===== config.mk =====
export PLATFORM = sky130hd
export DESIGN_NAME = membus_arbiter
export DESIGN_NICKNAME = d
export VERILOG_FILES = /design/src/rtl/eei_pkg.sv /design/src/rtl/membus_arb_starve_ctr.sv /design/src/rtl/membus_arbiter.sv
export SDC_FILE = /design/constraint.sdc
export NUM_CORES = 1
export LEC_CHECK = 0
export ABC_AREA = 0
export CAP_MARGIN = 20
export CORE_AREA = 2 2 209 211
export DETAILED_ROUTE_END_ITERATION = 6
export DIE_AREA = 0 0 211 213
export DONT_BUFFER_PORTS = 1
export SLEW_MARGIN = 40
export SYNTH_ARGS = -nofsm -noshare
export SYNTH_HDL_FRONTEND = slang
export SYNTH_SLANG_ARGS = --single-unit

===== constraint.sdc =====
create_clock -name i_clk -period 3.1 [get_ports i_clk]
set_input_delay 0.31 -clock i_clk [delete_from_list [all_inputs] [get_ports i_clk]]
set_output_delay 0.31 -clock i_clk [all_outputs]
set_load 0.01 [all_outputs]

===== src/rtl/eei_pkg.sv =====
// rtl/eei_pkg.sv - shared memory-bus widths, address type and arbiter state encoding
// Purpose: common definitions for the core-side memory bus.
// Contents: MEMBUS_DATA_WIDTH, MEMBUS_MASK_WIDTH, ADDR_WIDTH, Addr, MembusArbState.
package eei;
   localparam int MEMBUS_DATA_WIDTH = 64;
   localparam int MEMBUS_MASK_WIDTH = MEMBUS_DATA_WIDTH / 8;
   localparam int ADDR_WIDTH        = 64;

   typedef logic [ADDR_WIDTH-1:0] Addr;

   // State names the owner of the single outstanding downstream transaction.
   typedef enum logic [1:0] {ARB_IDLE, ARB_WAIT_IF, ARB_WAIT_D} MembusArbState;
endpackage


===== src/rtl/membus_arb_starve_ctr.sv =====
// rtl/membus_arb_starve_ctr.sv - fetch starvation counter for the memory-bus arbiter
// Purpose: counts data grants taken while fetch is waiting; flags when the limit is reached.
// Ports:
//   clk_i, rst_i    clock, synchronous active-high reset
//   if_valid_i      fetch is requesting
//   d_hs_i          data handshake downstream this cycle
//   if_hs_i         fetch handshake downstream this cycle
//   starved_o       count has reached STARVE_LIMIT; fetch must win the next issue window
module membus_arb_starve_ctr #(
   parameter int STARVE_LIMIT = 4
) (
   input  logic clk_i,
   input  logic rst_i,
   input  logic if_valid_i,
   input  logic d_hs_i,
   input  logic if_hs_i,
   output logic starved_o
);
   logic [3:0] count_q, count_d;

   always_comb begin
      count_d = count_q;
      if (if_hs_i || !if_valid_i) begin
         count_d = 4'd0;
      end else if (d_hs_i && count_q != 4'hF) begin
         count_d = count_q + 4'd1;
      end
   end

   always_ff @(posedge clk_i) begin
      if (rst_i) begin
         count_q <= 4'd0;
      end else begin
         count_q <= count_d;
      end
   end

   assign starved_o = (count_q == 4'(STARVE_LIMIT));
endmodule


===== src/rtl/membus_arbiter.sv =====
// rtl/membus_arbiter.sv - fetch/data arbiter for the single shared memory bus
// Purpose: one outstanding downstream transaction, data priority, responses routed to issuer.
// Optional: define MEMBUS_ARBITER_FAIR_EN to force fetch through after STARVE_LIMIT
//           consecutive data grants while fetch waits.
// Ports:
//   i_clk, i_rst                           clock, synchronous active-high reset
//   if_valid/if_ready/if_addr              fetch request
//   if_rvalid/if_rdata                     fetch response
//   d_valid/d_ready/d_addr/d_wen/d_wdata/d_wmask   data request
//   d_rvalid/d_rdata                       data response
//   mem_valid/mem_ready/mem_addr/mem_wen/mem_wdata/mem_wmask  downstream request
//   mem_rvalid/mem_rdata                   downstream response
module membus_arbiter
   import eei::*;
#(
   parameter int STARVE_LIMIT = 4
) (
   input  logic                         i_clk,
   input  logic                         i_rst,
   input  logic                         if_valid,
   output logic                         if_ready,
   input  logic [ADDR_WIDTH-1:0]        if_addr,
   output logic                         if_rvalid,
   output logic [MEMBUS_DATA_WIDTH-1:0] if_rdata,
   input  logic                         d_valid,
   output logic                         d_ready,
   input  logic [ADDR_WIDTH-1:0]        d_addr,
   input  logic                         d_wen,
   input  logic [MEMBUS_DATA_WIDTH-1:0] d_wdata,
   input  logic [MEMBUS_MASK_WIDTH-1:0] d_wmask,
   output logic                         d_rvalid,
   output logic [MEMBUS_DATA_WIDTH-1:0] d_rdata,
   output logic                         mem_valid,
   input  logic                         mem_ready,
   output logic [ADDR_WIDTH-1:0]        mem_addr,
   output logic                         mem_wen,
   output logic [MEMBUS_DATA_WIDTH-1:0] mem_wdata,
   output logic [MEMBUS_MASK_WIDTH-1:0] mem_wmask,
   input  logic                         mem_rvalid,
   input  logic [MEMBUS_DATA_WIDTH-1:0] mem_rdata
);
   if (STARVE_LIMIT < 1 || STARVE_LIMIT > 15) begin : g_bad_limit
      $error("membus_arbiter: STARVE_LIMIT must be in 1..15");
   end

   MembusArbState state_q, state_d;
   logic          can_issue;
   logic          force_if;
   logic          grant_d;
   logic          grant_if;
   logic          mem_hs;

   // A response retiring in this cycle frees the bus for a same-cycle issue.
   assign can_issue = (state_q == ARB_IDLE) | mem_rvalid;

   assign grant_d  = can_issue & d_valid & ~force_if;
   assign grant_if = can_issue & if_valid & ~grant_d;

   // Every output is held at zero while reset is asserted.
   always_comb begin
      mem_valid = 1'b0;
      mem_addr  = '0;
      mem_wen   = 1'b0;
      mem_wdata = '0;
      mem_wmask = '0;
      if (!i_rst) begin
         mem_valid = grant_d | grant_if;
         if (grant_d) begin
            mem_addr  = d_addr;
            mem_wen   = d_wen;
            mem_wdata = d_wdata;
            mem_wmask = d_wmask;
         end else if (grant_if) begin
            mem_addr  = if_addr;
         end
      end
   end

   assign mem_hs   = mem_valid & mem_ready;
   assign d_ready  = grant_d & mem_hs;
   assign if_ready = grant_if & mem_hs;

   // State already reflects who owns the returning response, even when a new
   // request is issued in the same cycle; a response in IDLE goes nowhere.
   assign if_rvalid = ~i_rst & mem_rvalid & (state_q == ARB_WAIT_IF);
   assign d_rvalid  = ~i_rst & mem_rvalid & (state_q == ARB_WAIT_D);
   assign if_rdata  = i_rst ? '0 : mem_rdata;
   assign d_rdata   = i_rst ? '0 : mem_rdata;

`ifdef MEMBUS_ARBITER_FAIR_EN
   logic starved;

   membus_arb_starve_ctr #(
      .STARVE_LIMIT(STARVE_LIMIT)
   ) u_starve_ctr (
      .clk_i      (i_clk),
      .rst_i      (i_rst),
      .if_valid_i (if_valid),
      .d_hs_i     (d_ready),
      .if_hs_i    (if_ready),
      .starved_o  (starved)
   );

   assign force_if = starved & if_valid;
`else
   assign force_if = 1'b0;
`endif

   always_comb begin
      state_d = state_q;
      if (mem_hs) begin
         state_d = grant_d ? ARB_WAIT_D : ARB_WAIT_IF;
      end else if (mem_rvalid) begin
         state_d = ARB_IDLE;
      end
   end

   always_ff @(posedge i_clk) begin
      if (i_rst) begin
         state_q <= ARB_IDLE;
      end else begin
         state_q <= state_d;
      end
   end
endmodule


## Word level (Yosys, flattened, before mapping)

Index checks and enable logic that the tools add are counted.
W data, S select, Z words.

- Eq/ne operators: 2
- Muxes and demuxes: 14
- Bitwise gates (word level): 13
- Reductions and logical operators: 2

Operators by type and width:

| cell | count |
|---|---|
| $mux W64 | 6 |
| $mux W8 | 2 |
| $and A1 B1 Y1 | 9 |
| $mux W2 | 3 |
| $mux W1 | 3 |
| $eq A2 B1 Y1 const B | 1 |
| $eq A2 B2 Y1 const B | 1 |
| $logic_not A2 Y1 | 1 |
| $not A1 Y1 | 2 |
| $or A1 B1 Y1 | 2 |
| $reduce_bool A2 Y1 | 1 |

- Bits in registers: 2
- Input bits: 271
- Output and inout bits: 270
- Word-level logic and storage cells: 32

## Longest topological paths before layout

- Word-level depth: 9
- Depth in mapped cells: 6
- Mapped depth without buffers: 3

## Worst setup path before layout

OpenSTA, ideal clock, no wires.

- Path kind: input to output
- Start point: input port d_valid
- End point: output port mem_addr[10]
- Arrival: 1,119 ps
- Data required time: 2,790 ps
- Slack: 1,671 ps
- Stages: 6
- Buffers on the path: 3
- Cells stage by stage: buf_2 -> nor2b_1 -> buf_2 -> buf_4 -> a22oi_1 -> nor2_1

- Cells in the longest elaborated chain, start to end: 6

RTL lines:

| element | RTL line | source |
|---|---|---|
| start: declaration | membus_arbiter.sv:25 | `input logic d_valid,` |
| $and A1 B1 Y1 * | membus_arbiter.sv:56 | `assign grant_d = can_issue & d_valid & ~force_if;` |
| $not A1 Y1 | membus_arbiter.sv:57 | `assign grant_if = can_issue & if_valid & ~grant_d;` |
| $and A1 B1 Y1 | membus_arbiter.sv:57 |  |
| $mux W64 | membus_arbiter.sv:73 | `end else if (grant_if) begin` |
| $mux W64 * | membus_arbiter.sv:68 | `if (grant_d) begin` |
| $mux W64 * | membus_arbiter.sv:66 | `if (!i_rst) begin` |
| end: declaration | membus_arbiter.sv:35 | `output logic [ADDR_WIDTH-1:0] mem_addr,` |

Every way passes the cells marked *; elsewhere a longest branch is shown, timed or not.

## Worst setup path in the final report

- Start point: register state_q[0]
- End point: output port mem_wen

- Cells in the longest elaborated chain, start to end: 5

RTL lines:

| element | RTL line | source |
|---|---|---|
| start: declaration | membus_arbiter.sv:46 | `MembusArbState state_q, state_d;` |
| start signal: assignment | membus_arbiter.sv:122 | `state_q <= state_d;` |
| $logic_not A2 Y1 | membus_arbiter.sv:54 | `assign can_issue = (state_q == ARB_IDLE) \| mem_rvalid;` |
| $or A1 B1 Y1 | membus_arbiter.sv:54 |  |
| $and A1 B1 Y1 | membus_arbiter.sv:56 |  |
| $mux W1 | membus_arbiter.sv:68 |  |
| $mux W1 | membus_arbiter.sv:66 |  |
| end: declaration | membus_arbiter.sv:36 | `output logic mem_wen,` |

Every way passes these cells.

==> summary.txt <==
Outcome
  – Status: complete, no violations

Critical path
  – WP data arrival: 1.83 ns
  – Top delay family on crit path: simple AND/OR/NAND/NOR gates
  – Critical Path, Cell by Cell: nor2_1 -> o21ba_4 -> and3_1
  – Max stage delay on crit path: roughly 0.60 ns
  – Crit path kind: register to output pin
  – Bufs and invs on worst path: 0
  – Worst-path maximum fanout: between 70 and 80
  – Endpoint type of the worst setup path: output pin
  – CP Depth: 3
  – Worst EP required: ~2.8 ns
  – Cell depth of the worst flop-to-flop path: 4
  – Crit-path slowest cell: o21ba_4
  – Startpoint Class: register

Die
  – Boundary pin count: approximately 540
  – Die area: between 40000 and 50000 µm²
  – Die Span Y: around 210 µm
  – Row cnt: 76
  – Core Area: 42700 µm²
  – Die W: around 210 µm
  – Starting Density: about 5.8%

Place
  – Placer Congestion: ~0.94
  – Placed Cells: roughly 840
  – Area post-placement: between 2000 and 2500 µm²
  – DPL Wire Length: 13.0 mm
  – Port Buffers: 0

STA
  – Setup tns final: 0 ns
  – Fmax: 467 MHz
  – Final Cycle Share: between 60% and 70%
  – Setup Skew: 0.000212 ns
  – Final setup violation count: 0
  – Fin. max-slew vios: 0
  – Slew margin rel.: between 40% and 50%
  – Min cycle time layout: 2.14 ns
  – Fin. Hold Viols: 0
  – RSZ-0062 raised after global routing: no
  – Slew @ Worst Pin: about 0.78 ns

Power
  – Static leakage power: a little over 0.9 nW
  – VDD IR max: approximately 0.11 mV
  – Pwr Density: between 200 and 250 nW/µm²

Cells and area
  – Number of fill cells in the layout: around 5000
  – Post-Layout Cell Count: 841
  – Share of layout cells above drive strength 1: under 10%
  – Area grow syn2layout: 3.74%
  – Top reg by flops: state_q
  – Final instance area: roughly 2600 µm²
  – Regs by FF count: state_q (2)
  – Largest register FFs: 2
  – Nets: around 570

Logic synthesis
  – Syn_nets: 665
  – Sequential share of the synthesized area: between 1.5 and 2%
  – Yosys cell types: 20
  – Ys Warns: 0
  – Syn Area/Cell: roughly 6.3 µm²
  – #FFs+latches synth: 2
  – Netlist Area Pre-Place: 2480 µm²
  – Syn Inst Count: around 390

GRT
  – First-pass GRT wire length: between 15 and 20 mm
  – Antenna violations before repair: 3
  – Largest net degree at the start of global routing: around 140
  – Vias in the first global route: ~2200
  – GRT overflow: 0
  – Tot GR Track Use: under 10%

Route
  – DR vias: around 2700
  – Drt drc: 0
  – WL/cell: 18.2 µm
  – Pre-antenna DRT Iters: 4
  – Vias per Instance: 3.17
  – Initial DRC Count: 195
  – DRT Wirelength: 15.3 mm
  – Post-route ant nets: 0

Clocking
  – Post-CTS Hold Buffers: 0
  – Clock insertion delay at the later pin of the skew report: between 0.2 and 0.25 ns
  – Clock slew seen by the registers of the worst setup and hold paths: approximately 0.030 ns
  – Post-CTS setup buffers: 0
  – H-tree Lvls: 1
  – CTS Buf Count: 3
  – Clock sink total: 2
  – Clock buffer depth: 2
  – # resized after CTS: 0
  – CTS tree: done
  – Cell chosen for the clock root: clkbuf_16

Run
  – Max-cap violation count: 0

Worst hold path
  – Hold Path Class: primary input to register
  – Worst hold path depth: 1
-- cell usage in the layout (no fill, tap or decap), drive strengths merged, types with 2 or more instances in the layout --
| cell type | count |
|---|---|
| nor4b | 2 |
| clkbuf | 3 |
| and3 | 73 |
| buf | 5 |
| nor2b | 65 |
| a22oi | 64 |
| dfxtp | 2 |
| diode | 2 |
| nand2 | 2 |
| nor2 | 68 |
-- layer usage --
metal  up-vias  track usage, %  share of wire (%)
met5         -               0               0.15
met3        19            3.84                 15
met1      1250            6.27                 35
li1       1091               -                  -
met2       300            9.15                 48
met4         4            1.17                1.2
-- power breakdown --
group,switching (mW),internal (mW),leakage [nW]
logic,0.250,0.0984,0.882
registers,0.00150,0.0274,0.0165
clock network,0.0311,0.164,0.0370
total,0.282,0.290,0.936
-- worst paths after layout --
path              startpoint    endpoint  slack [ns]
setup / recovery  state_q[0]     mem_wen        0.96
hold / removal         i_rst  state_q[0]        0.18
setup reg to reg  state_q[0]  state_q[0]        1.47
hold reg to reg   state_q[1]  state_q[1]        0.54
-- final cells by class --
class                      count  area [µm²]  area share [%]
clock buffer                   3        75.1            2.92
sequential                     2        40.0            1.56
timing repair buffer           5        50.0            1.95
antenna                        2        5.00           0.195
inverter                       1        3.75           0.146
tap                          546         683            26.6
multi-input combinational    282        1710            66.7
-- synthesized netlist by cell type, drive strengths merged --
library cell   n  area (µm²)
a21o           1        7.51
a21oi          1        5.00
a22oi         64         480
a311oi         1        15.0
a32oi          1        8.76
and3          73         457
buf           89         667
clkbuf        20        75.1
dfxtp          2        40.0
inv            1        3.75
nand2          2        7.51
nand2b         1        6.26
nor2          68         255
nor2b         65         407
nor3           1        5.00
nor4b          2        17.5
o21ba          1        10.0
o21bai         1        11.3
-- logic make-up (layout without fill, tap and decap cells) --
logic type / after synthesis / in the layout / share of synthesized area [%]
simple gates: 212 / 212 / 46.6
buf+inv: 110 / 9 / 30.1
compound gates: 70 / 70 / 21.7
other cells: 0 / 2 / 0
flops: 2 / 2 / 1.62
-- through the flow --
step	util, %	hold WS [ns]	power (mW)	setup WS (ns)
after floorplan	-	0.437	0.417	1.67
after global placement	5.82	0.398	0.377	1.02
after detailed placement	5.83	0.399	0.379	1.14
after CTS	6.01	0.169	0.576	0.903
after global routing	6.02	0.172	0.608	0.783
final	6.02	0.181	0.572	0.957
No activity file was read; power rests on OpenSTA's default activity.
